<file path="src/rtl/battleship_pkg.sv">
// Shared types and defaults for the battleship command host.
package battleship_pkg;

   localparam int unsigned DATA_W         = 12;
   localparam int unsigned BOARD_SIZE_DEF = 10;

   typedef enum logic [1:0] {
      IDLE  = 2'b00,
      ISSUE = 2'b01,
      WAIT  = 2'b10,
      RESP  = 2'b11
   } state_t;

   typedef enum logic [1:0] {
      ST_OK        = 2'b00,
      ST_TIMEOUT   = 2'b01,
      ST_RANGE_ERR = 2'b10
   } status_t;

   typedef struct packed {
      logic       player;
      logic       direction;
      logic [3:0] row;
      logic [3:0] col;
   } cmd_t;

   // True when both coordinates fall on a board of the given size.
   function automatic logic cmd_in_range(cmd_t c, int unsigned board_size);
      return (32'(c.row) < board_size) && (32'(c.col) < board_size);
   endfunction

endpackage

</file>
<file path="src/rtl/battleship_cmd_fifo.sv">
// Command FIFO; pointers carry one extra wrap bit to tell full from empty.
module battleship_cmd_fifo
   import battleship_pkg::*;
#(
   parameter int unsigned CMD_DEPTH = 4,
   parameter type         T         = cmd_t
) (
   input  logic clk,
   input  logic rst_n,
   input  logic push,
   input  logic pop,
   input  T     din,
   output T     dout,
   output logic full,
   output logic empty
);

   localparam int unsigned AW = $clog2(CMD_DEPTH);

   T              mem [CMD_DEPTH];
   logic [AW:0]   wr_ptr_q, wr_ptr_d;
   logic [AW:0]   rd_ptr_q, rd_ptr_d;
   logic          do_push;
   logic          do_pop;

   // Push is gated on full alone, so a same-cycle pop never frees a slot early.
   always_comb begin
      do_push  = push && !full;
      do_pop   = pop && !empty;
      wr_ptr_d = do_push ? wr_ptr_q + 1'b1 : wr_ptr_q;
      rd_ptr_d = do_pop  ? rd_ptr_q + 1'b1 : rd_ptr_q;
   end

   // Pointer registers.
   always_ff @(posedge clk or negedge rst_n) begin
      if (!rst_n) begin
         wr_ptr_q <= '0;
         rd_ptr_q <= '0;
      end else begin
         wr_ptr_q <= wr_ptr_d;
         rd_ptr_q <= rd_ptr_d;
      end
   end

   // Storage array, written only on an accepted push.
   always_ff @(posedge clk) begin
      if (do_push) begin
         mem[wr_ptr_q[AW-1:0]] <= din;
      end
   end

   // Status flags and head-of-queue read.
   always_comb begin
      empty = (wr_ptr_q == rd_ptr_q);
      full  = (wr_ptr_q[AW] != rd_ptr_q[AW]) && (wr_ptr_q[AW-1:0] == rd_ptr_q[AW-1:0]);
      dout  = mem[rd_ptr_q[AW-1:0]];
   end

endmodule

</file>
<file path="src/rtl/battleship_cmd_host.sv">
// Queues commands, issues them to the battleship core and returns results.
module battleship_cmd_host
   import battleship_pkg::*;
#(
   parameter int unsigned CMD_DEPTH  = 4,
   parameter int unsigned TIMEOUT    = 255,
   parameter int unsigned BOARD_SIZE = BOARD_SIZE_DEF
) (
   input  logic              ph1,
   input  logic              reset_n,
   input  logic              cmd_valid,
   output logic              cmd_ready,
   input  logic              cmd_player,
   input  logic              cmd_direction,
   input  logic [3:0]        cmd_row,
   input  logic [3:0]        cmd_col,
   output logic              core_read,
   output logic              core_player,
   output logic              core_direction,
   output logic [3:0]        core_row,
   output logic [3:0]        core_col,
   input  logic [DATA_W-1:0] core_data_out,
   input  logic              core_data_ready,
   output logic              rsp_valid,
   input  logic              rsp_ready,
   output logic [DATA_W-1:0] rsp_data,
   output logic [1:0]        rsp_status,
   output logic              busy,
   output logic              spurious
);

   localparam int unsigned CNT_W = $clog2(TIMEOUT + 1);

   state_t            state_q, state_d;
   cmd_t              cmd_q, cmd_d;
   logic [CNT_W-1:0]  cnt_q, cnt_d;
   logic [DATA_W-1:0] rsp_data_q, rsp_data_d;
   status_t           rsp_status_q, rsp_status_d;
   logic              spurious_q, spurious_d;

   cmd_t              fifo_din;
   cmd_t              fifo_dout;
   logic              fifo_full;
   logic              fifo_empty;
   logic              fifo_pop;

   assign fifo_din = '{player: cmd_player, direction: cmd_direction, row: cmd_row, col: cmd_col};

   battleship_cmd_fifo #(
      .CMD_DEPTH (CMD_DEPTH),
      .T         (cmd_t)
   ) u_fifo (
      .clk   (ph1),
      .rst_n (reset_n),
      .push  (cmd_valid),
      .pop   (fifo_pop),
      .din   (fifo_din),
      .dout  (fifo_dout),
      .full  (fifo_full),
      .empty (fifo_empty)
   );

   // Next-state logic for the command sequencer.
   always_comb begin
      state_d      = state_q;
      cmd_d        = cmd_q;
      cnt_d        = cnt_q;
      rsp_data_d   = rsp_data_q;
      rsp_status_d = rsp_status_q;
      fifo_pop     = 1'b0;
      unique case (state_q)
         IDLE: begin
            if (!fifo_empty) begin
               fifo_pop = 1'b1;
               cmd_d    = fifo_dout;
               if (cmd_in_range(fifo_dout, BOARD_SIZE)) begin
                  state_d = ISSUE;
               end else begin
                  // Out-of-board commands never reach the core.
                  rsp_data_d   = '0;
                  rsp_status_d = ST_RANGE_ERR;
                  state_d      = RESP;
               end
            end
         end
         ISSUE: begin
            cnt_d   = '0;
            state_d = WAIT;
         end
         WAIT: begin
            cnt_d = cnt_q + CNT_W'(1);
            // Data takes priority over a timeout landing on the same cycle.
            if (core_data_ready) begin
               rsp_data_d   = core_data_out;
               rsp_status_d = ST_OK;
               state_d      = RESP;
            end else if (cnt_q == CNT_W'(TIMEOUT - 1)) begin
               rsp_data_d   = '0;
               rsp_status_d = ST_TIMEOUT;
               state_d      = RESP;
            end
         end
         RESP: begin
            if (rsp_ready) begin
               state_d = IDLE;
            end
         end
         default: state_d = IDLE;
      endcase
   end

   // Sticky flag for results arriving when nothing is outstanding.
   always_comb begin
      spurious_d = spurious_q | (core_data_ready && (state_q != WAIT));
   end

   // Sequencer state and captured command/response registers.
   always_ff @(posedge ph1 or negedge reset_n) begin
      if (!reset_n) begin
         state_q      <= IDLE;
         cmd_q        <= '0;
         cnt_q        <= '0;
         rsp_data_q   <= '0;
         rsp_status_q <= ST_OK;
         spurious_q   <= 1'b0;
      end else begin
         state_q      <= state_d;
         cmd_q        <= cmd_d;
         cnt_q        <= cnt_d;
         rsp_data_q   <= rsp_data_d;
         rsp_status_q <= rsp_status_d;
         spurious_q   <= spurious_d;
      end
   end

   // Outputs decoded from registered state, so reset clears them immediately.
   always_comb begin
      cmd_ready      = !fifo_full;
      core_read      = (state_q == ISSUE);
      core_player    = cmd_q.player;
      core_direction = cmd_q.direction;
      core_row       = cmd_q.row;
      core_col       = cmd_q.col;
      rsp_valid      = (state_q == RESP);
      rsp_data       = rsp_data_q;
      rsp_status     = rsp_status_q;
      busy           = (state_q != IDLE) || !fifo_empty;
      spurious       = spurious_q;
   end

endmodule

</file>
<file path="config.mk">
export PLATFORM = sky130hd
export DESIGN_NAME = battleship_cmd_host
export DESIGN_NICKNAME = d
export VERILOG_FILES = /design/src/rtl/battleship_pkg.sv /design/src/rtl/battleship_cmd_fifo.sv /design/src/rtl/battleship_cmd_host.sv
export SDC_FILE = /design/constraint.sdc
export NUM_CORES = 1
export LEC_CHECK = 0
export ABC_AREA = 1
export CORE_MARGIN = 10
export CORE_UTILIZATION = 53
export DETAILED_ROUTE_END_ITERATION = 10
export PLACE_DENSITY = 0.76
export SYNTH_ARGS = -nofsm -noshare
export SYNTH_HDL_FRONTEND = slang
export SYNTH_SLANG_ARGS = --single-unit
</file>
<file path="constraint.sdc">
create_clock -name ph1 -period 4.9 [get_ports ph1]
set_input_delay 0.98 -clock ph1 [delete_from_list [all_inputs] [get_ports ph1]]
set_output_delay 0.98 -clock ph1 [all_outputs]
set_load 0.01 [all_outputs]
</file>
==> flow_summary.json <==
{
  "outcome": "complete, no violations",
  "area_growth_pct": 20.8,
  "max_cap_violations": 0,
  "drt_iter0_markers": 113,
  "clock_path_buffers": 2,
  "fin_util_pct": 65.9,
  "antenna_found_initial": 0,
  "cts_buffers": 9,
  "firstDrtPassIters": 4,
  "hold_viol_final": 0,
  "post_cts.repair.setup_buffers": 0,
  "grt_remaining_overflow": 0,
  "syn_inst": 359,
  "ios": 56,
  "drv_slew": 0,
  "core_area_um2": 6790,
  "clk_pin_slew_ps": 80,
  "vias_per_cell": 5.00,
  "die_height_um": 104,
  "critPathMaxFanout": 24,
  "fin_ws_ps": 1470,
  "ys_seq_area_share_pct": 60.1,
  "ir_drop_uv": 301,
  "fin_setup_tns_ps": 0,
  "rsz0062_at_grt": "no",
  "pre_cts_ws_ps": 1860,
  "drc": 0,
  "cts_resized": 0,
  "die_area_um2": 10700,
  "fp-row-count": 30,
  "root_buffer": "clkbuf_8",
  "grt_pass1_wl_um": 11800,
  "cp-start-kind": "flip-flop",
  "crit_arrival_ps": 2450,
  "yosysWarnings": 0,
  "cp-end-kind": "output pin",
  "initial_core_util_pct": 54.6,
  "nNetsFinal": 453,
  "die_w_um": 104,
  "setup_viol": 0,
  "period_share_pct": 70.1,
  "gp_congestion": 0.759,
  "worstSkewPairLatency_ps": 350,
  "pwr_density_cell_nw_per_um2": 630,
  "cts_tree": "done",
  "n_antenna_cell": 0,
  "final_antenna_net_count": 0,
  "io_buffers": 55,
  "cp_data_required_time_ps": 3920,
  "drive_gt1_share_pct": 13.1,
  "routed_wl_um": 7420,
  "vias": 2575,
  "path_class": "reg2out",
  "avgRoutedWirePerCell_um": 14.4,
  "leakage_uw": 0.00195,
  "dp_hpwl_um": 5290,
  "fin_total_pwr_uw": 2820,
  "fin_crit_ps": 3430,
  "n_fill_cell": 499,
  "tightestPinTransition_ps": 1010,
  "synth_cell_types": 31,
  "syn-cell-area_um2": 3710,
  "holdCritPathClass": "reg2reg",
  "clock_sinks": 81,
  "finClkSkew_ps": 13.3,
  "grt_max_degree": 42,
  "cts-hold-fix-buffers": 0,
  "max_freq_mhz": 291,
  "synth_fp_nets": 398,
  "relSlewSlack_pct": 32.2,
  "grt_usage_pct": 13.2,
  "htreeDepth": 3,
  "syn_area_per_cell_um2": 10.3,
  "ys_ff_latch": 81,
  "first_global_vias": 2492
}
## layer usage
layer	global-route usage, %	up-vias	share of wire (%)
met5	0	-	0
met4	7.06	0	1.9
met3	3.66	17	5.6
met2	20.1	87	46
met1	16.7	1190	46
li1	-	1281	-
## through the flow
step                      hold WS [ps]  area [um2]  instances
after floorplan                    463        3710        359
after global placement             454        4270        499
after detailed placement           457        4270        499
after CTS                          474        4480        515
after global routing               490        4480        515
final                              480        4480        515
## critical path: stages (launching register included)
cell             delay (ps)
dfrtp_1                 820
inv_2                   360
nand2_1                 160
nand2_2                  70
nand4_1                 140
clkdlybuf4s50_1         560
## flip-flops by register name, summed over array words and instances, names as in the netlist
register	flops
rsp_status	2
spurious	1
core_row	4
core_player	1
cnt_q	8
u_fifo.rd_ptr_q	3
core_direction	1
core_col	4
u_fifo.wr_ptr_q	3
state_q	2
rsp_data	12
u_fifo.mem	40
## cells in the mapped netlist
cell / n / area, um2
o21ai_1: 1 / 5.00
or2_2: 1 / 6.26
inv_2: 2 / 7.51
nor2_8: 1 / 20.0
o21ai_0: 20 / 100
a21o_1: 1 / 7.51
dfrtp_1: 41 / 1030
ha_1: 12 / 150
a21oi_1: 5 / 25.0
buf_4: 4 / 30.0
nand2_4: 2 / 22.5
xor2_1: 4 / 35.0
nand2_2: 28 / 175
nand3_4: 1 / 17.5
o22ai_1: 4 / 25.0
clkbuf_1: 1 / 3.75
nand3_2: 1 / 10.0
nand4_1: 3 / 18.8
nor2_1: 38 / 143
nand2_1: 71 / 267
inv_1: 35 / 131
a31oi_1: 2 / 12.5
buf_12: 1 / 20.0
edfxtp_1: 40 / 1200
buf_6: 4 / 45.0
nand3_1: 26 / 130
o211ai_2: 2 / 25.0
xnor2_1: 1 / 8.76
buf_2: 1 / 5.00
nor3_1: 4 / 20.0
nor3b_1: 2 / 15.0
## power by group
part	total [uW]	switching [uW]	internal [uW]
Combinational	1220	736	483
Sequential	1100	162	938
Clock	502	247	256
## final timing paths
path	from	slack [ps]	depth (start not counted)	end
setup / recovery	u_fifo.rd_ptr_q[0]	1470	5	busy
hold / removal	spurious	480	1	spurious
setup reg to reg	u_fifo.rd_ptr_q[0]	2010	6	u_fifo.mem[3][8]
hold reg to reg	spurious	480	1	spurious
max in group asynchronous	reset_n	3580	1	core_col[3]
min in group asynchronous	reset_n	750	1	rsp_data[6]
## logic make-up (layout without fill, tap and decap cells)
logic type / count (synthesis) / count (layout) / synth area share, %
compound gates: 35 / 35 / 5.40
xor+xnor: 5 / 5 / 1.18
simple gates: 178 / 178 / 22.8
buf+inv: 48 / 108 / 6.55
flops: 81 / 81 / 60.1
fa+ha+maj: 12 / 12 / 4.05
## layout make-up
type | instances | area [um2] | share of cell area (%)
sequential | 81 | 2230 | 49.7
timing repair buffer | 55 | 546 | 12.2
inverter | 37 | 139 | 3.10
tap | 96 | 120 | 2.68
clock buffer | 10 | 138 | 3.07
multi-input combinational | 230 | 1240 | 27.6
clock inverter | 6 | 72.6 | 1.62
## cell usage in the layout, fill, tap and decap left out, types with 3 or more instances in the layout
cell              n
o21ai_0          20
edfxtp_1         40
nor3_1            4
nand4_1           3
inv_6             3
xor2_1            4
inv_1            35
nand2_2          28
nand3_1          26
a21oi_1           5
clkdlybuf4s50_1  54
o22ai_1           4
nand2_1          71
dfrtp_1          41
nor2_1           38
ha_1             12
clkbuf_8         10
Power figures use the tool's default switching activity.
